[src/rtl/fwd_pkg.sv]
// Shared types and constants for the forwarding / hazard controller.
package fwd_pkg;

  typedef enum logic [1:0] {
    FWD_RF  = 2'b00,
    FWD_MEM = 2'b01,
    FWD_WB  = 2'b10
  } sel_t;

  typedef enum logic [0:0] {
    IDLE,
    LU
  } state_t;

  localparam int unsigned LU_CNT_W = $clog2(8);

endpackage

[src/rtl/fwd_operand_match.sv]
// Per-operand hazard match and unforced bypass select (MEM has priority over WB).
module fwd_operand_match
  import fwd_pkg::*;
#(
  parameter int unsigned REG_AW = 4
) (
  input  logic [REG_AW-1:0] src_i,
  input  logic              src_valid_i,
  input  logic [REG_AW-1:0] dest_ex_i,
  input  logic [REG_AW-1:0] dest_mem_i,
  input  logic [REG_AW-1:0] dest_wb_i,
  input  logic              wb_en_ex_i,
  input  logic              wb_en_mem_i,
  input  logic              wb_en_wb_i,
  output logic              match_ex_o,
  output logic              match_mem_o,
  output sel_t              sel_o
);

  logic match_wb;

  always_comb begin
    match_ex_o  = src_valid_i & wb_en_ex_i & (src_i == dest_ex_i);
    match_mem_o = src_valid_i & wb_en_mem_i & (src_i == dest_mem_i);
    match_wb    = src_valid_i & wb_en_wb_i & (src_i == dest_wb_i);
    if (match_mem_o) begin
      sel_o = FWD_MEM;
    end else if (match_wb) begin
      sel_o = FWD_WB;
    end else begin
      sel_o = FWD_RF;
    end
  end

endmodule

[src/rtl/fwd_hazard_ctrl.sv]
// Forwarding/hazard controller: bypass selects, ID stall, load-use FSM, mode register
// and saturating performance counters.
module fwd_hazard_ctrl
  import fwd_pkg::*;
#(
  parameter int unsigned NUM_SRC  = 2,
  parameter int unsigned REG_AW   = 4,
  parameter int unsigned LU_STALL = 1,
  parameter int unsigned CNT_W    = 16
) (
  input  logic                      clk,
  input  logic                      rst_n,
  input  logic                      fwd_mode,
  input  logic                      freeze,
  input  logic                      cnt_clr,
  input  logic [NUM_SRC*REG_AW-1:0] src,
  input  logic [NUM_SRC-1:0]        src_valid,
  input  logic [REG_AW-1:0]         dest_ex,
  input  logic [REG_AW-1:0]         dest_mem,
  input  logic [REG_AW-1:0]         dest_wb,
  input  logic                      wb_en_ex,
  input  logic                      wb_en_mem,
  input  logic                      wb_en_wb,
  input  logic                      mem_r_en_ex,
  output logic [NUM_SRC*2-1:0]      sel,
  output logic                      stall,
  output logic                      fwd_mode_q,
  output logic [CNT_W-1:0]          fwd_cnt,
  output logic [CNT_W-1:0]          stall_cnt
);

  // cnt holds the number of LU cycles still to follow the current one.
  localparam int unsigned LuLoadInt = (LU_STALL > 1) ? LU_STALL - 2 : 0;
  localparam logic [LU_CNT_W-1:0] LuLoad = LU_CNT_W'(LuLoadInt);

  logic [NUM_SRC-1:0] match_ex;
  logic [NUM_SRC-1:0] match_mem;
  sel_t               sel_raw [NUM_SRC];

  for (genvar g = 0; g < NUM_SRC; g++) begin : g_op
    fwd_operand_match #(
      .REG_AW(REG_AW)
    ) u_match (
      .src_i      (src[g*REG_AW +: REG_AW]),
      .src_valid_i(src_valid[g]),
      .dest_ex_i  (dest_ex),
      .dest_mem_i (dest_mem),
      .dest_wb_i  (dest_wb),
      .wb_en_ex_i (wb_en_ex),
      .wb_en_mem_i(wb_en_mem),
      .wb_en_wb_i (wb_en_wb),
      .match_ex_o (match_ex[g]),
      .match_mem_o(match_mem[g]),
      .sel_o      (sel_raw[g])
    );
  end

  state_t              state_q, state_d;
  logic [LU_CNT_W-1:0] cnt_q, cnt_d;
  logic                fwd_mode_d;
  logic [CNT_W-1:0]    fwd_cnt_q, fwd_cnt_d;
  logic [CNT_W-1:0]    stall_cnt_q, stall_cnt_d;
  logic                lu_hit;
  logic [2:0]          fwd_inc;
  logic [CNT_W+2:0]    fwd_sum;
  sel_t                op_sel;

  always_comb begin
    lu_hit = fwd_mode_q & mem_r_en_ex & (|match_ex);
    if (state_q == LU) begin
      stall = 1'b1;
    end else if (fwd_mode_q) begin
      stall = lu_hit;
    end else begin
      stall = |(match_ex | match_mem);
    end
  end

  always_comb begin
    sel     = '0;
    fwd_inc = '0;
    op_sel  = FWD_RF;
    for (int i = 0; i < NUM_SRC; i++) begin
      op_sel = (fwd_mode_q && !stall) ? sel_raw[i] : FWD_RF;
      sel[i*2 +: 2] = op_sel;
      if (op_sel != FWD_RF) begin
        fwd_inc = fwd_inc + 3'd1;
      end
    end
  end

  always_comb begin
    state_d = state_q;
    cnt_d   = cnt_q;
    if (!freeze) begin
      unique case (state_q)
        IDLE: begin
          if (lu_hit) begin
            cnt_d = LuLoad;
            if (LU_STALL > 1) begin
              state_d = LU;
            end
          end
        end
        LU: begin
          if (cnt_q == '0) begin
            state_d = IDLE;
          end else begin
            cnt_d = cnt_q - LU_CNT_W'(1);
          end
        end
        default: state_d = IDLE;
      endcase
    end
  end

  always_comb begin
    fwd_mode_d = (!stall && !freeze) ? fwd_mode : fwd_mode_q;
  end

  always_comb begin
    fwd_cnt_d   = fwd_cnt_q;
    stall_cnt_d = stall_cnt_q;
    fwd_sum     = {3'b000, fwd_cnt_q} + {{CNT_W{1'b0}}, fwd_inc};
    if (!freeze) begin
      if (cnt_clr) begin
        fwd_cnt_d   = '0;
        stall_cnt_d = '0;
      end else begin
        fwd_cnt_d = (fwd_sum > {3'b000, {CNT_W{1'b1}}}) ? {CNT_W{1'b1}} : fwd_sum[CNT_W-1:0];
        if (stall && (stall_cnt_q != {CNT_W{1'b1}})) begin
          stall_cnt_d = stall_cnt_q + CNT_W'(1);
        end
      end
    end
  end

  always_ff @(posedge clk or negedge rst_n) begin
    if (!rst_n) begin
      state_q     <= IDLE;
      cnt_q       <= '0;
      fwd_mode_q  <= 1'b0;
      fwd_cnt_q   <= '0;
      stall_cnt_q <= '0;
    end else begin
      state_q     <= state_d;
      cnt_q       <= cnt_d;
      fwd_mode_q  <= fwd_mode_d;
      fwd_cnt_q   <= fwd_cnt_d;
      stall_cnt_q <= stall_cnt_d;
    end
  end

  assign fwd_cnt   = fwd_cnt_q;
  assign stall_cnt = stall_cnt_q;

endmodule
[config.mk]
export PLATFORM = sky130hd
export DESIGN_NAME = fwd_hazard_ctrl
export DESIGN_NICKNAME = d
export VERILOG_FILES = /design/src/rtl/fwd_pkg.sv /design/src/rtl/fwd_operand_match.sv /design/src/rtl/fwd_hazard_ctrl.sv
export SDC_FILE = /design/constraint.sdc
export NUM_CORES = 1
export LEC_CHECK = 0
export CAP_MARGIN = 10
export CORE_MARGIN = 1
export CORE_UTILIZATION = 50
export CTS_BUF_LIST = sky130_fd_sc_hd__clkbuf_4 sky130_fd_sc_hd__clkbuf_8
export CTS_CLUSTER_DIAMETER = 60
export DETAILED_ROUTE_END_ITERATION = 7
export PLACE_DENSITY = 0.82
export SLEW_MARGIN = 20
export SYNTH_ARGS = -nofsm -noshare
export SYNTH_HDL_FRONTEND = slang
export SYNTH_SLANG_ARGS = --single-unit
[constraint.sdc]
create_clock -name clk -period 3.36 [get_ports clk]
set_input_delay 0.504 -clock clk [delete_from_list [all_inputs] [get_ports clk]]
set_output_delay 0.504 -clock clk [all_outputs]
set_load 0.03 [all_outputs]
==> impl_summary.md <==
Pwr
The static leakage is 1.76 nW. The worst-case IR drop observed on VDD is 0.000168 V. The total power density per cell area is 268 mW/mm^2.

Power comes to 0.00104 W.

Setup path
The worst endpoint data arrival time is 3520 ps. The maximum fanout along the worst path is 4. The launch point of the worst reg-to-reg path is state_q. The worst setup path is launched from a primary input. The minimum setup slack among reg-to-reg paths is 440 ps. The category of the most critical setup path is in -> reg. The timing startpoint of the critical path is src[3].

The required time of the worst setup path is 3600 ps. The worst register-to-register path ends at fwd_cnt[4]. Counting cells, the worst reg-to-reg path comes to 14. The worst setup path is captured at a flop.

Detailed routing
The overall routed net length is 8240 um. The mean routed wirelength per cell is 17.3 um. Dividing the detail-routed via count by the number of cells gives 6.01. The first detailed-routing pass ran for 5 iterations. After the first detailed-routing iteration, the DRC count stood at 258. The count of unresolved DRC violations after routing is 0.

The number of vias after detailed routing is 2863. The post-route antenna net violation count is 0.

CTS
TritonCTS built the clock tree. The root buffer cell is sky130_fd_sc_hd__clkbuf_8. The number of buffers added to fix hold violations after cts is 0. The H-tree generated during clock tree synthesis spans 2 levels. After clock tree synthesis, the clock-pin slew on the worst setup and hold paths is 80 ps. Clock latency on the worst-skew pair, taken at its later pin, is 300 ps. For this design, the sink count on the clock tree is 37.

The number of buffers on the longest clock path is 2. In this run, CTS created clock tree buffers numbering 5.

Layout
The layout has 313 filler cells. The growth of design area from synthesis to finish is 49.9%. In the final layout, the share of cells above drive strength 1 is 0.235. The repair_antennas step left the layout with diodes totalling 0. The final cell area excluding filler cells is 0.00388 sq mm. The total number of nets in the final design is 446.

STA
The number of slew-limit violations in the final report is 0. The transition time at the pin with the least slew margin is 830 ps. The shortest period the worst path allows is 3280 ps. The worst slew margin relative to its limit is 0.447.

The total count of hold-check failures in the final report is 0. Setup violations remaining at the end of the flow were counted as 0. The post-route fraction of the period consumed by the critical path is 0.975.

The final clock skew is 8.92 ps. Timing would allow up to 305 MHz.

Synthesis
The synthesized cell area is 0.00259 sq mm. The primary flip-flop cell chosen by synthesis mapping is sky130_fd_sc_hd__dfrtp_1. Synthesis produced a netlist with a net count of 335. Counting flops and latches in the post-synthesis netlist gives 37.

After synthesis, the netlist uses 56 different library cells. The number of enable flip-flop cells after synthesis is 0. For this run, the register share of the synthesized area comes to 0.358. After synthesis, the share of flip-flops with an asynchronous set or reset is 1.00.

The number of instances in the synthesized netlist is 297. The post-synthesis average cell area is 8.71 sq um. The Yosys step of the flow raised 0 warnings.

Die
The die area is 0.00547 sq mm. 69 I/O pins were placed. The die extent in y is 73.9 um. The area of the placeable core is 0.00485 sq mm. The die span in x is 73.9 um.

The initial utilization of the core area, before any placement, comes to 0.534. The floorplan has 25 rows.

GRT
The first global-routing pass estimated 12400 um of wire. The via count of the first global-routing pass was 2654. The remaining global-route overflow is 0. The number of antenna violations at the first check in global routing is 0. Across every metal layer, demand over resource in global routing totals 0.292. Entering global routing, the biggest net connects 40 pins.

Place
After detailed placement, the total cell area comes to 0.00357 sq mm. The HPWL reported at the end of detailed placement is 5210 um. The global placement routability congestion is 0.892. The count of input and output buffers is 68.

Run
The max-cap violation count is 0.

Worst hold path
The tightest min-delay check is of the in -> async type.

Outcome
The flow ran to the end, and the final reports show no timing, DRC or antenna violations.
==> routing by layer <==
layer  wire length, um  global-route usage
met1              3380               0.378
met2              4130               0.503
met3               485              0.0447
met4               244              0.0940
met5                 0                   0
==> worst max-delay path by stage <==
stage	end	slack, ps
finish	fwd_cnt[4]	80
global route	fwd_cnt[6]	-70
CTS	fwd_cnt[6]	-4
detailed placement	fwd_cnt[6]	-550
global placement	fwd_cnt[6]	-460
floorplan	fwd_cnt[6]	20
==> timing repair <==
action	4_1_cts	5_1_grt
gates resized for setup	14	38
pin swaps	9	20
buffers inserted	10	4
endpoints found under the setup margin	13	16
==> sequential cells by signal, indices dropped and copies added (netlist names) <==
| name | cells |
|---|---|
| fwd_mode_q | 1 |
| stall_cnt | 16 |
| cnt_q | 3 |
| fwd_cnt | 16 |
| state_q | 1 |
==> final cells by class <==
cell class / count / area, sq um / area share
multi-input cells: 236 / 1670 / 0.431
repair buffers: 114 / 1050 / 0.270
flip-flops and latches: 37 / 926 / 0.239
well taps: 67 / 83.8 / 0.0216
clock buffers: 6 / 82.6 / 0.0213
inverters: 14 / 52.6 / 0.0136
clock inverters: 2 / 13.8 / 0.00355
==> stage by stage <==
stage                      util  std cells  hold slack [ps]  setup TNS [ps]  setup WS, ps
after floorplan               -        297              208               0          18.7
after global placement    0.735        454              503           -5500          -463
after detailed placement  0.735        454              503           -6600          -551
after CTS                 0.776        472              336           -4.48         -4.48
after global routing      0.800        476              376            -361         -67.5
final                     0.800        476              300               0          83.6
==> kinds of logic after synthesis <==
family / after synthesis / synth area share
xor gates and xnor gates: 21 / 0.0711
and+or+nand+nor: 112 / 0.234
AOI/OAI and AO/OA: 93 / 0.250
adders and majority gates: 7 / 0.0368
DFF: 37 / 0.358
buffers and inverters: 24 / 0.0382
muxes: 3 / 0.0121
==> critical path, cell delays in order <==
cell and delay (ps):
sky130_fd_sc_hd__clkdlybuf4s15_1 190, sky130_fd_sc_hd__buf_4 160, sky130_fd_sc_hd__xnor2_1 230, sky130_fd_sc_hd__nand3_1 190
sky130_fd_sc_hd__o221ai_4 230, sky130_fd_sc_hd__a21oi_2 50, sky130_fd_sc_hd__ha_1 280, sky130_fd_sc_hd__ha_2 180
sky130_fd_sc_hd__fa_2 220, sky130_fd_sc_hd__nand3_2 70, sky130_fd_sc_hd__or2_4 280, sky130_fd_sc_hd__or2_4 270
sky130_fd_sc_hd__nor2_4 160, sky130_fd_sc_hd__buf_4 160, sky130_fd_sc_hd__nor2_1 40, sky130_fd_sc_hd__a21oi_1 140
sky130_fd_sc_hd__o22a_1 150
==> power by group <==
group / leakage, nW / internal, W / switching (W)
clock: 0.0512 / 0.000166 / 0.000173
combinational: 1.19 / 0.000112 / 0.000125
sequential: 0.514 / 0.000452 / 0.0000107
total: 1.76 / 0.000730 / 0.000309
==> synth_stat cells (4+ instances only) <==
master                      n  area, sq um
sky130_fd_sc_hd__a21boi_0   6         45.0
sky130_fd_sc_hd__a21oi_1   22          110
sky130_fd_sc_hd__a31oi_1   11         68.8
sky130_fd_sc_hd__and3_1     5         31.3
sky130_fd_sc_hd__and4_1     4         35.0
sky130_fd_sc_hd__clkbuf_1   8         30.0
sky130_fd_sc_hd__dfrtp_1   37          926
sky130_fd_sc_hd__ha_1       6         75.1
sky130_fd_sc_hd__inv_1     14         52.6
sky130_fd_sc_hd__nand2_1   21         78.8
sky130_fd_sc_hd__nand3_1   17         85.1
sky130_fd_sc_hd__nand4_1    7         43.8
sky130_fd_sc_hd__nor2_1    26         97.6
sky130_fd_sc_hd__nor3_1     8         40.0
sky130_fd_sc_hd__o21ai_0    9         45.0
sky130_fd_sc_hd__o22a_1    10         87.6
sky130_fd_sc_hd__o31ai_1    5         37.5
sky130_fd_sc_hd__or2_2      4         25.0
sky130_fd_sc_hd__xnor2_1   11         96.3
sky130_fd_sc_hd__xor2_1    10         87.6
==> cell usage in the layout (no fill, tap or decap), types with 4 or more instances in the layout <==
cell type and n:
sky130_fd_sc_hd__nand4_1 7, sky130_fd_sc_hd__dlymetal6s2s_1 17, sky130_fd_sc_hd__nand3_1 15, sky130_fd_sc_hd__o21ai_0 9, sky130_fd_sc_hd__dfrtp_1 37, sky130_fd_sc_hd__a21boi_0 6, sky130_fd_sc_hd__nor2_1 22, sky130_fd_sc_hd__inv_1 13
sky130_fd_sc_hd__o22a_1 10, sky130_fd_sc_hd__a31oi_1 11, sky130_fd_sc_hd__a21oi_1 18, sky130_fd_sc_hd__a21oi_2 4, sky130_fd_sc_hd__nand2_1 20, sky130_fd_sc_hd__clkbuf_8 6, sky130_fd_sc_hd__buf_4 45, sky130_fd_sc_hd__clkbuf_2 4
sky130_fd_sc_hd__o31ai_1 5, sky130_fd_sc_hd__xnor2_1 9, sky130_fd_sc_hd__nor3_1 6, sky130_fd_sc_hd__and4_1 4, sky130_fd_sc_hd__xor2_1 10, sky130_fd_sc_hd__clkdlybuf4s50_1 44, sky130_fd_sc_hd__and3_1 5, sky130_fd_sc_hd__ha_1 5
(Power assumes the default switching activity.)
